`config.mk`:
```
export PLATFORM = sky130hd
export DESIGN_NAME = dmem_bridge_flat
export DESIGN_NICKNAME = d
export VERILOG_FILES = /design/src/rtl/dmem_bridge_pkg.sv /design/src/rtl/dmem_bridge_if.sv /design/src/rtl/dmem_size_enc.sv /design/src/rtl/dmem_bridge.sv /design/src/flat_wrapper.sv
export SDC_FILE = /design/constraint.sdc
export NUM_CORES = 1
export LEC_CHECK = 0
export BUFFER_PORTS_ARGS = -buffer_cell sky130_fd_sc_hd__buf_2
export CAP_MARGIN = 15
export CORE_MARGIN = 4
export CORE_UTILIZATION = 54
export CTS_BUF_LIST = sky130_fd_sc_hd__clkbuf_2 sky130_fd_sc_hd__clkbuf_4 sky130_fd_sc_hd__clkbuf_8
export CTS_CLUSTER_SIZE = 28
export DETAILED_ROUTE_END_ITERATION = 10
export GPL_TIMING_DRIVEN = 0
export PLACE_DENSITY = 0.89
export SLEW_MARGIN = 20
export SYNTH_ARGS = -nofsm -noshare
export SYNTH_HDL_FRONTEND = slang
export SYNTH_SLANG_ARGS = --single-unit
```
`constraint.sdc`:
```
create_clock -name clk -period 6.2 [get_ports clk]
set_input_delay 1.24 -clock clk [delete_from_list [all_inputs] [get_ports clk]]
set_output_delay 1.24 -clock clk [all_outputs]
set_load 0.005 [all_outputs]
```
`src/rtl/dmem_bridge_pkg.sv`:
```
// Shared definitions for the memory-stage data bus bridge.
package dmem_bridge_pkg;

  // Bridge transaction state, 2-bit encoded
  typedef enum logic [1:0] {
    IDLE      = 2'd0,
    WAIT_ADDR = 2'd1,
    WAIT_DATA = 2'd2,
    HOLD      = 2'd3
  } state_e;

  // Bus size codes
  localparam logic [1:0] SZ_BYTE = 2'd0;
  localparam logic [1:0] SZ_HALF = 2'd1;
  localparam logic [1:0] SZ_WORD = 2'd2;

endpackage : dmem_bridge_pkg

```
`src/rtl/dmem_bridge_if.sv`:
```
// SRAM-like data bus: request / address-ok / data-ok handshake.
interface dmem_bridge_if #(
  parameter int ADDR_W = 32,
  parameter int DATA_W = 32
) ();
  logic              data_req;
  logic              data_wr;
  logic [1:0]        data_size;
  logic [ADDR_W-1:0] data_addr;
  logic [DATA_W-1:0] data_wdata;
  logic              data_addr_ok;
  logic              data_data_ok;
  logic [DATA_W-1:0] data_rdata;

  // Bridge side: issues requests, receives handshakes and read data
  modport master (
    output data_req, data_wr, data_size, data_addr, data_wdata,
    input  data_addr_ok, data_data_ok, data_rdata
  );

  // Memory agent side
  modport slave (
    input  data_req, data_wr, data_size, data_addr, data_wdata,
    output data_addr_ok, data_data_ok, data_rdata
  );
endinterface : dmem_bridge_if

```
`src/rtl/dmem_size_enc.sv`:
```
// Maps an M-stage access onto the bus size code. Stores derive the size
// from the lane-aligned byte enables; loads pass their size code through.
module dmem_size_enc
  import dmem_bridge_pkg::*;
(
  input  logic       i_memwrite,
  input  logic [3:0] i_sig_write,
  input  logic [1:0] i_load_size,
  output logic [1:0] o_size
);

  // Size decode; unusual enable patterns fall back to a full word
  always_comb begin
    o_size = SZ_WORD;
    if (i_memwrite) begin
      case (i_sig_write)
        4'b1111:                            o_size = SZ_WORD;
        4'b0011, 4'b1100:                   o_size = SZ_HALF;
        4'b0001, 4'b0010, 4'b0100, 4'b1000: o_size = SZ_BYTE;
        default:                            o_size = SZ_WORD;
      endcase
    end else begin
      o_size = i_load_size;
    end
  end

endmodule : dmem_size_enc

```
`src/rtl/dmem_bridge.sv`:
```
// Memory-stage data bridge: converts the single-cycle M-stage access into
// one outstanding bus transaction, stalls the pipeline until the response
// arrives, and buffers the read data until the pipeline advances.
module dmem_bridge
  import dmem_bridge_pkg::*;
#(
  parameter int ADDR_W = 32,
  parameter int DATA_W = 32
) (
  input  logic                clk,
  input  logic                rst,
  input  logic                mem_enM,
  input  logic                memwriteM,
  input  logic [DATA_W/8-1:0] sig_write,
  input  logic [1:0]          load_sizeM,
  input  logic [ADDR_W-1:0]   aluoutM,
  input  logic [DATA_W-1:0]   writedataM,
  input  logic                flushM,
  input  logic                advanceM,
  output logic [DATA_W-1:0]   readdataM,
  output logic                stall_mem,
  dmem_bridge_if.master       bus
);

  state_e            r_state;
  state_e            w_next;
  logic              w_start;
  logic              w_capture;
  logic [1:0]        w_size;
  logic [ADDR_W-1:0] r_addr_q;
  logic [DATA_W-1:0] r_wdata_q;
  logic              r_wr_q;
  logic [1:0]        r_size_q;
  logic              r_discard_q;
  logic [DATA_W-1:0] r_readdata;

  assign w_start   = (r_state == IDLE) & mem_enM & ~flushM;
  assign readdataM = r_readdata;

  dmem_size_enc u_size_enc (
    .i_memwrite  (memwriteM),
    .i_sig_write (sig_write[3:0]),
    .i_load_size (load_sizeM),
    .o_size      (w_size)
  );

  // State register
  always_ff @(posedge clk or posedge rst) begin
    if (rst) begin
      r_state <= IDLE;
    end else begin
      r_state <= w_next;
    end
  end

  // Next-state logic; a flushed transaction skips HOLD and drops its data
  always_comb begin
    w_next    = r_state;
    w_capture = 1'b0;
    case (r_state)
      IDLE: begin
        if (w_start) begin
          if (bus.data_addr_ok) begin
            w_next = WAIT_DATA;
          end else begin
            w_next = WAIT_ADDR;
          end
        end else begin
          w_next = IDLE;
        end
      end
      WAIT_ADDR: begin
        if (bus.data_addr_ok) begin
          w_next = WAIT_DATA;
        end else begin
          w_next = WAIT_ADDR;
        end
      end
      WAIT_DATA: begin
        if (bus.data_data_ok) begin
          if (r_discard_q | flushM) begin
            w_next = IDLE;
          end else begin
            w_next    = HOLD;
            w_capture = 1'b1;
          end
        end else begin
          w_next = WAIT_DATA;
        end
      end
      HOLD: begin
        if (advanceM) begin
          w_next = IDLE;
        end else begin
          w_next = HOLD;
        end
      end
      default: w_next = IDLE;
    endcase
  end

  // Bus fields: live M inputs while launching, latched copy afterwards
  always_comb begin
    bus.data_req   = 1'b0;
    bus.data_wr    = r_wr_q;
    bus.data_size  = r_size_q;
    bus.data_addr  = r_addr_q;
    bus.data_wdata = r_wdata_q;
    stall_mem      = 1'b0;
    case (r_state)
      IDLE: begin
        bus.data_req   = w_start;
        bus.data_wr    = memwriteM;
        bus.data_size  = w_size;
        bus.data_addr  = aluoutM;
        bus.data_wdata = memwriteM ? writedataM : {DATA_W{1'b0}};
        stall_mem      = w_start;
      end
      WAIT_ADDR: begin
        bus.data_req = 1'b1;
        stall_mem    = 1'b1;
      end
      WAIT_DATA: begin
        stall_mem = 1'b1;
      end
      HOLD: begin
        stall_mem = 1'b0;
      end
      default: begin
        stall_mem = 1'b0;
      end
    endcase
  end

  // Request latch, loaded when a transaction launches
  always_ff @(posedge clk or posedge rst) begin
    if (rst) begin
      r_addr_q  <= {ADDR_W{1'b0}};
      r_wdata_q <= {DATA_W{1'b0}};
      r_wr_q    <= 1'b0;
      r_size_q  <= SZ_BYTE;
    end else if (w_start) begin
      r_addr_q  <= aluoutM;
      r_wdata_q <= memwriteM ? writedataM : {DATA_W{1'b0}};
      r_wr_q    <= memwriteM;
      r_size_q  <= w_size;
    end
  end

  // Remembers a flush that arrived while the bus transaction was in flight
  always_ff @(posedge clk or posedge rst) begin
    if (rst) begin
      r_discard_q <= 1'b0;
    end else if (r_state == IDLE) begin
      r_discard_q <= 1'b0;
    end else if (((r_state == WAIT_ADDR) || (r_state == WAIT_DATA)) && flushM) begin
      r_discard_q <= 1'b1;
    end
  end

  // Load data buffer, held until the next non-discarded response
  always_ff @(posedge clk or posedge rst) begin
    if (rst) begin
      r_readdata <= {DATA_W{1'b0}};
    end else if (w_capture) begin
      r_readdata <= bus.data_rdata;
    end
  end

endmodule : dmem_bridge

```
`src/flat_wrapper.sv`:
```
// flat-port wrapper written by rule: the top's interface ports become plain ports
module dmem_bridge_flat import dmem_bridge_pkg::*;
#(
  parameter int ADDR_W = 32,
  parameter int DATA_W = 32
)
  (clk, rst, mem_enM, memwriteM, sig_write, load_sizeM, aluoutM, writedataM, flushM, advanceM, readdataM, stall_mem, bus_data_req, bus_data_wr, bus_data_size, bus_data_addr, bus_data_wdata, bus_data_addr_ok, bus_data_data_ok, bus_data_rdata);
  dmem_bridge_if #(.ADDR_W(ADDR_W), .DATA_W(DATA_W)) bus_i ();
  input  logic clk;
  input  logic rst;
  input  logic mem_enM;
  input  logic memwriteM;
  input  logic [DATA_W/8-1:0] sig_write;
  input  logic [1:0] load_sizeM;
  input  logic [ADDR_W-1:0] aluoutM;
  input  logic [DATA_W-1:0] writedataM;
  input  logic flushM;
  input  logic advanceM;
  output logic [DATA_W-1:0] readdataM;
  output logic stall_mem;
  output wire logic [$bits(bus_i.data_req)-1:0] bus_data_req;
  output wire logic [$bits(bus_i.data_wr)-1:0] bus_data_wr;
  output wire logic [$bits(bus_i.data_size)-1:0] bus_data_size;
  output wire logic [$bits(bus_i.data_addr)-1:0] bus_data_addr;
  output wire logic [$bits(bus_i.data_wdata)-1:0] bus_data_wdata;
  input wire logic [$bits(bus_i.data_addr_ok)-1:0] bus_data_addr_ok;
  input wire logic [$bits(bus_i.data_data_ok)-1:0] bus_data_data_ok;
  input wire logic [$bits(bus_i.data_rdata)-1:0] bus_data_rdata;
  assign bus_data_req = bus_i.data_req;
  assign bus_data_wr = bus_i.data_wr;
  assign bus_data_size = bus_i.data_size;
  assign bus_data_addr = bus_i.data_addr;
  assign bus_data_wdata = bus_i.data_wdata;
  assign bus_i.data_addr_ok = bus_data_addr_ok;
  assign bus_i.data_data_ok = bus_data_data_ok;
  assign bus_i.data_rdata = bus_data_rdata;
  dmem_bridge #(.ADDR_W(ADDR_W), .DATA_W(DATA_W)) u_core (.clk(clk), .rst(rst), .mem_enM(mem_enM), .memwriteM(memwriteM), .sig_write(sig_write), .load_sizeM(load_sizeM), .aluoutM(aluoutM), .writedataM(writedataM), .flushM(flushM), .advanceM(advanceM), .readdataM(readdataM), .stall_mem(stall_mem), .bus(bus_i));
endmodule
```
==> reports/results.txt, run 1 <==
RSZ-0062 raised after global routing = false
Clock power share = 20.7%
Status = finished, final reports clean
Height of the die = 105 µm
Maximum count of clock buffers along a single path = 2
Area used by multi-input combinational logic = 2100 µm²
Post-CTS sizing = 0
Antenna diode instance count = 0
Final worst-path cycle share = 59.5%
Arrival time of the worst setup path = 2.45 ns
List of cells traversed by the critical path = clkbuf_1 -> buf_1 -> nand3_1 -> o21ai_0 -> buf_2
Number of antenna violations at the first check in global routing = 0
Switching power share of the total = 31.7%
Nature of the critical path endpoint = primary output
Number of standard cells in the final layout excluding fillers = 838
Antenna viol nets, final = 0
Destination of the worst register-to-register timing path = u_core.r_wdata_q[20]
Dpl hpwl = 10.7 mm
Setup fix buffers added after clock tree synthesis = 0
Area occupied by registers = 2550 µm²
Period minus WS final = 3.69 ns
I/O pin count = 211
Placement Rows = 34
R2R Setup Slk = 4.48 ns
Reported net switching power = 0.603 mW
CTS root buffer = clkbuf_8
Hold Slack = 0.486 ns
Final Skew = 0.0106 ns
Final core utilization = 72.3%
Terminating pin of the worst hold path = u_core.r_addr_q[21]
Largest area contributor in the netlist = dfrtp_1
Overflow left after global routing = 0
Worst-margin pin slew = 0.506 ns
Total power of the final layout = 1.90 mW
Proportion of synthesized chip area in sequential cells = 50.7%
Mean cell area of the mapped netlist = 9.99 µm²
Proportion of layout cells with a drive suffix above 1 = 44.1%
Path class of the lowest-slack min-delay path = reg -> reg
Part of the total power dissipated in sequential elements = 47.9%
Fraction of synthesized cell area taken by the top area cell type = 50.7%
Post-Syn Nets = 618
Total Die Area = 10900 µm²
Max-cap violations = 0
Starting density of the core = 56.7%
Hold Startpoint = u_core.r_addr_q[21]
Worst-path cell with the longest stage delay = buf_1
Power per cell area = 296 nW/µm²
Routed via count = 4550
Hold Path Depth = 2
Setup CP Type = in -> out
Synthesized instance count = 504
Starting DRC count in detailed routing = 195
Final Setup Violations = 0
Floorplan core area = 8890 µm²
Final weighted congestion of routability-driven global placement = 0.872
Clock H-tree levels = 3
Mapped Area = 5040 µm²
Vias in the first global route = 4750
Cell types occupying the most area after synthesis = dfrtp_1 (51%), mux2_4 (8.6%), mux2_2 (8.0%)
Warning count from the yosys run = 0
Cell internal pwr = 1.30 mW
Static leakage = 3.39 nW
Type of origin of the critical path = primary input
Part of the power in combinational logic = 31.4%
Clock tree from TritonCTS = yes
Highest cell delay on the worst timing path = 0.46 ns
Total instance count after detailed placement = 822
Count of distinct cell types in the synthesized netlist = 32
Cts bufs inserted = 9
Worst R2R Start = u_core.r_state[0]
Launch point of the critical path = memwriteM
Worst IR drop on VDD = 0.169 mV
Via density per instance = 5.43
Remaining routing DRC violations = 0
Relative area change from synthesis to final layout = 27.6%
Later-pin clock latency in the skew report = 0.36 ns
Clock transition at the register clock pins on the worst setup and hold paths after CTS = 0.09 ns
Net total in the final layout = 839
Maximum clock rate = 271 MHz
Register-to-Register Path Depth = 8
Maximum number of pins on one net before global-route repair = 61
Setup TNS = 0 ns
Pins Over Slew Limit = 0
Total of flip-flops plus latches after synthesis = 102
Required time at the worst-slack endpoint = 4.96 ns
Hold-fix buffers at CTS = 0
Hold Vio Cnt, Final = 0
Average detailed-routed wire length per instance = 16.7 µm
Wire length after detailed routing = 14.0 mm
First-pass GRT wire length = 22.9 mm
Total iterations of the first detailed-routing run = 4
Filler cell count in the final layout = 621
Die X = 105 µm
Normalized max-slew margin = 66.3%
Port Buffer Count = 209
Overall Global Routing Usage = 25.3%
Highest fanout seen on the critical path = 10
Clock tree sinks = 102
[logic make-up (layout without fill, tap and decap cells)]
logic type	Yosys count	count (layout)	synth area share, %
AO/OA/AOI/OAI	81	81	8.67
flip-flops	102	102	50.7
AND/OR/NAND/NOR	175	175	15.4
multiplexers	65	65	16.7
adder cells (fa/ha/maj)	4	4	0.994
buffers and inverters	77	303	7.63
[synthesized netlist by cell type]
master / count
o311a_1: 1
a211oi_2: 1
and3b_2: 1
buf_12: 3
o21ai_1: 1
a31oi_1: 1
mux2_2: 36
inv_1: 38
nor4_1: 1
a221oi_1: 1
nand2b_1: 2
dfrtp_1: 102
o21ai_0: 68
buf_1: 5
nand3_1: 64
mux2_4: 29
o211ai_1: 2
clkbuf_1: 6
ha_1: 4
nand4bb_1: 1
a21oi_1: 1
nor2b_1: 1
o22ai_1: 4
o22a_1: 1
clkbuf_2: 2
nor2_1: 2
nand2_1: 101
nand3b_1: 1
buf_2: 20
buf_6: 2
and4bb_1: 1
buf_4: 1
[worst max path at each step]
stage / end / cells past startpoint
after CTS: bus_data_wdata[30] / 5
after global placement: u_core.r_addr_q[10] / 2
after detailed placement: bus_data_wdata[30] / 5
after floorplan: u_core.r_addr_q[0] / 1
after global routing: bus_data_wdata[26] / 5
final: bus_data_wdata[26] / 5
[cell type report]
class / instances / share of cell area [%]
buffer: 39 / 3.76
timing repair buffer: 210 / 16.7
sequential: 102 / 39.7
clock buffer: 9 / 1.93
tap: 108 / 2.10
clock inverter: 7 / 0.856
inverter: 38 / 2.30
multi-input combinational: 325 / 32.7
[stage by stage]
stage / setup slack [ns] / cell area [µm²]
floorplan: 2.28 / 5040
global placement: 1.23 / 6220
detailed placement: 2.51 / 6250
CTS: 2.50 / 6430
global route: 2.33 / 6430
finish: 2.51 / 6430
[power groups by stage]
stage	Sequential [mW]	Combinational (mW)	Clock (mW)
floorplan	0.914	0.328	0
global placement	0.908	0.573	0
detailed placement	0.921	0.601	0
CTS	0.911	0.604	0.401
global route	0.930	0.659	0.429
finish	0.911	0.598	0.394
[registers in the layout, summed over array words and instances, names as in the netlist]
name,flops
u_core.readdataM,32
u_core.r_addr_q,32
u_core.r_size_q,2
u_core.r_wdata_q,32
u_core.r_state,2
u_core.r_wr_q,1
u_core.r_discard_q,1
[worst max-delay path, delay by kind of cell]
| family | cells | cell delay [ns] |
|---|---|---|
| AOI/OAI and AO/OA | 1 | 0.13 |
| and+or+nand+nor | 1 | 0.12 |
| buffers and inverters | 3 | 0.96 |
[layer usage]
| layer | track usage, % | up-vias | share of wire [%] |
|---|---|---|---|
| met3 | 5.98 | 31 | 7.3 |
| li1 | - | 2125 | - |
| met1 | 31.3 | 2196 | 40 |
| met2 | 43.8 | 198 | 51 |
| met4 | 8.90 | 0 | 2.6 |
| met5 | 0 | - | 0 |
[cell usage in the layout, fill, tap and decap left out, drive strengths merged, types with 2 or more instances in the layout]
master / n
nand2b: 2
buf: 241
mux2: 65
clkbuf: 17
o21ai: 69
o22ai: 4
inv: 41
nor2: 2
nand2: 101
ha: 4
nand3: 64
dfrtp: 102
o211ai: 2
clkinv: 3
Note: power is estimated with default switching activity, not from simulation.
==> run 2: changes to the inputs <==
Settings changed: ABC_AREA set to 1, CORE_UTILIZATION 54 to 49, PLACE_DENSITY 0.89 to 0.82.
Clock period 6.2 ns to 3.44 ns, I/O delays scaled along.
==> reports/results.txt, run 2 <==
Mapped Area = 4920 µm²
Path class of the lowest-slack min-delay path = in -> async
Power per cell area = 518 nW/µm²
R2R Setup Slk = 1.73 ns
Height of the die = 108 µm
Die X = 108 µm
RSZ-0062 raised after global routing = false
Highest fanout seen on the critical path = 10
Status = finished, final reports clean
Area used by multi-input combinational logic = 1970 µm²
Mean cell area of the mapped netlist = 7.87 µm²
Worst-path cell with the longest stage delay = dfrtp_1
Most common cell on crit path = buf_2
Clock transition at the register clock pins on the worst setup and hold paths after CTS = 0.10 ns
Hold-fix buffers at CTS = 0
Switching power share of the total = 31.5%
Total iterations of the first detailed-routing run = 5
Minimum setup slack after placement = 0.990 ns
Pins Over Slew Limit = 0
Worst R2R Start = u_core.r_state[0]
Part of the power in combinational logic = 28.2%
Proportion of layout cells with a drive suffix above 1 = 32.6%
Arrival time of the worst setup path = 2.15 ns
Area occupied by registers = 2550 µm²
Highest cell delay on the worst timing path = 0.40 ns
Antenna diode instance count = 0
Post-Syn Nets = 739
Vias in the first global route = 4366
Final worst-path cycle share = 82.4%
Count of distinct cell types in the synthesized netlist = 20
Part of the total power dissipated in sequential elements = 48.5%
Cell types occupying the most area after synthesis = dfrtp_1 (52%), nand2_1 (22%), o21ai_0 (9.5%)
Total power of the final layout = 3.30 mW
Net total in the final layout = 960
Most numerous cell in the Yosys netlist = nand2_1
Filler cell count in the final layout = 898
Final Setup Violations = 0
Number of antenna violations at the first check in global routing = 0
Normalized max-slew margin = 67.8%
Clock power share = 23.4%
Average detailed-routed wire length per instance = 13.0 µm
Later-pin clock latency in the skew report = 0.36 ns
Cts bufs inserted = 9
Static leakage = 3.56 nW
Setup TNS = 0 ns
Overall Global Routing Usage = 21.9%
FFs w/ async S/R, synth = 100%
Cell area after placement = 6160 µm²
First-pass GRT wire length = 20.5 mm
Final Instance Area = 6370 µm²
Clock H-tree levels = 3
Register-to-Register Path Depth = 8
Remaining routing DRC violations = 0
Routed via count = 4653
Required time at the worst-slack endpoint = 2.75 ns
Proportion of synthesized chip area in sequential cells = 51.9%
List of cells traversed by the critical path = inv_1 -> ha_1 -> buf_4 -> inv_1 -> buf_2 -> buf_2 -> nand2_1 -> o21ai_0 -> buf_2
Setup fix buffers added after clock tree synthesis = 0
Floorplan core area = 9770 µm²
Warning count from the yosys run = 0
Worst IR drop on VDD = 0.294 mV
Reported net switching power = 1.04 mW
CTS root buffer = clkbuf_8
Maximum count of clock buffers along a single path = 2
Nature of the critical path endpoint = primary output
Type of origin of the critical path = register
Clock tree sinks = 102
Worst-margin pin slew = 0.483 ns
Post-CTS sizing = 0
Starting density of the core = 50.3%
Antenna viol nets, final = 0
Via density per instance = 4.73
Maximum clock rate = 353 MHz
Cell internal pwr = 2.26 mW
Final Skew = 0.0146 ns
Relative area change from synthesis to final layout = 29.5%
Commonest non-fill, non-tap cells in the layout = nand2_1 (286), buf_2 (223), dfrtp_1 (102)
Destination of the worst register-to-register timing path = u_core.r_wdata_q[25]
Clock tree from TritonCTS = yes
Final weighted congestion of routability-driven global placement = 0.819
Port Buffer Count = 209
Placement Rows = 36
Hold Vio Cnt, Final = 0
Starting DRC count in detailed routing = 318
Setup CP Type = reg -> out
Critical path's top delay family = buffers and inverters
Overflow left after global routing = 0
Fraction of synthesized cell area taken by the top area cell type = 51.9%
Dpl hpwl = 9.94 mm
Most frequent cells after synthesis = nand2_1 (286), dfrtp_1 (102), o21ai_0 (93), inv_1 (43)
EDFF count, synth = 0
Max-cap violations = 0
PnR worst setup slack = 0.606 ns
Total Die Area = 11700 µm²
Total of flip-flops plus latches after synthesis = 102
Period minus WS final = 2.83 ns
Synthesized instance count = 625
Most common cell after layout, fill and taps aside = nand2_1
Number of buffer and inverter instances along the worst setup path = 6
Largest area contributor in the netlist = dfrtp_1
I/O pin count = 211
Wire length after detailed routing = 12.8 mm
Maximum number of pins on one net before global-route repair = 53
Commonest register cell after synthesis = dfrtp_1
[run 2: layout make-up]
type / count / share of cell area, %
Buffer: 39 / 3.63
Clock inverter: 4 / 0.864
Timing Repair Buffer: 210 / 16.8
Clock buffer: 11 / 2.38
Inverter: 45 / 2.73
Tap cell: 133 / 2.61
Multi-Input combinational cell: 439 / 30.9
Sequential cell: 102 / 40.1
[run 2: power groups by stage]
stage          Combinational [mW]  Clock (mW)  Sequential [mW]
2_1_floorplan               0.485           0             1.62
3_3_place_gp                0.915           0             1.61
3_5_place_dp                0.946           0             1.62
4_1_cts                     0.946       0.792             1.60
5_1_grt                      1.07       0.836             1.63
6_report                    0.930       0.771             1.60
[run 2: worst max path at each step]
stage / from / endpoint / slack [ns] / depth (start not counted)
global placement: rst / u_core.r_addr_q[30] / -1.04 / 2
finish: u_core.r_state[0] / bus_data_wdata[27] / 0.61 / 9
detailed placement: memwriteM / bus_data_wdata[3] / 0.99 / 5
CTS: u_core.r_state[0] / bus_data_wdata[21] / 0.61 / 9
global route: u_core.r_state[0] / bus_data_wdata[28] / 0.41 / 9
floorplan: rst / u_core.r_addr_q[0] / 0.08 / 1
[run 2: metal layers]
metal	vias up	routed length [µm]	track usage, %	part of all wire, %
met5	-	0	0	0
met4	0	189	4.51	1.5
met3	14	952	5.13	7.4
met2	171	6030	36.8	47
met1	2068	5610	29.2	44
li1	2400	-	-	-
[run 2: metrics by stage]
stage | utilization, % | std cells | hold slack, ns
final | 65.2 | 983 | 0.346
after global routing | 65.2 | 983 | 0.381
after CTS | 65.2 | 983 | 0.364
after detailed placement | 63.1 | 968 | 0.459
after global placement | 62.7 | 967 | 0.457
after floorplan | - | 625 | 0.449
[run 2: worst register-to-register path, stage by stage, from the launching register on]
cell	delay, ns
dfrtp_1	0.40
inv_1	0.09
ha_1	0.20
buf_4	0.18
nand2_4	0.09
nor2_8	0.05
inv_2	0.07
clkbuf_1	0.39
o21ai_1	0.13
[run 2: cells by family (layout without fill, tap and decap cells)]
logic type      Yosys count  count (layout)  synth area share (%)
buf+inv                  84             309                  8.14
fa+ha+maj                 4               4                  1.02
simple gates            300             300                  23.7
flops                   102             102                  51.9
compound gates          135             135                  15.3
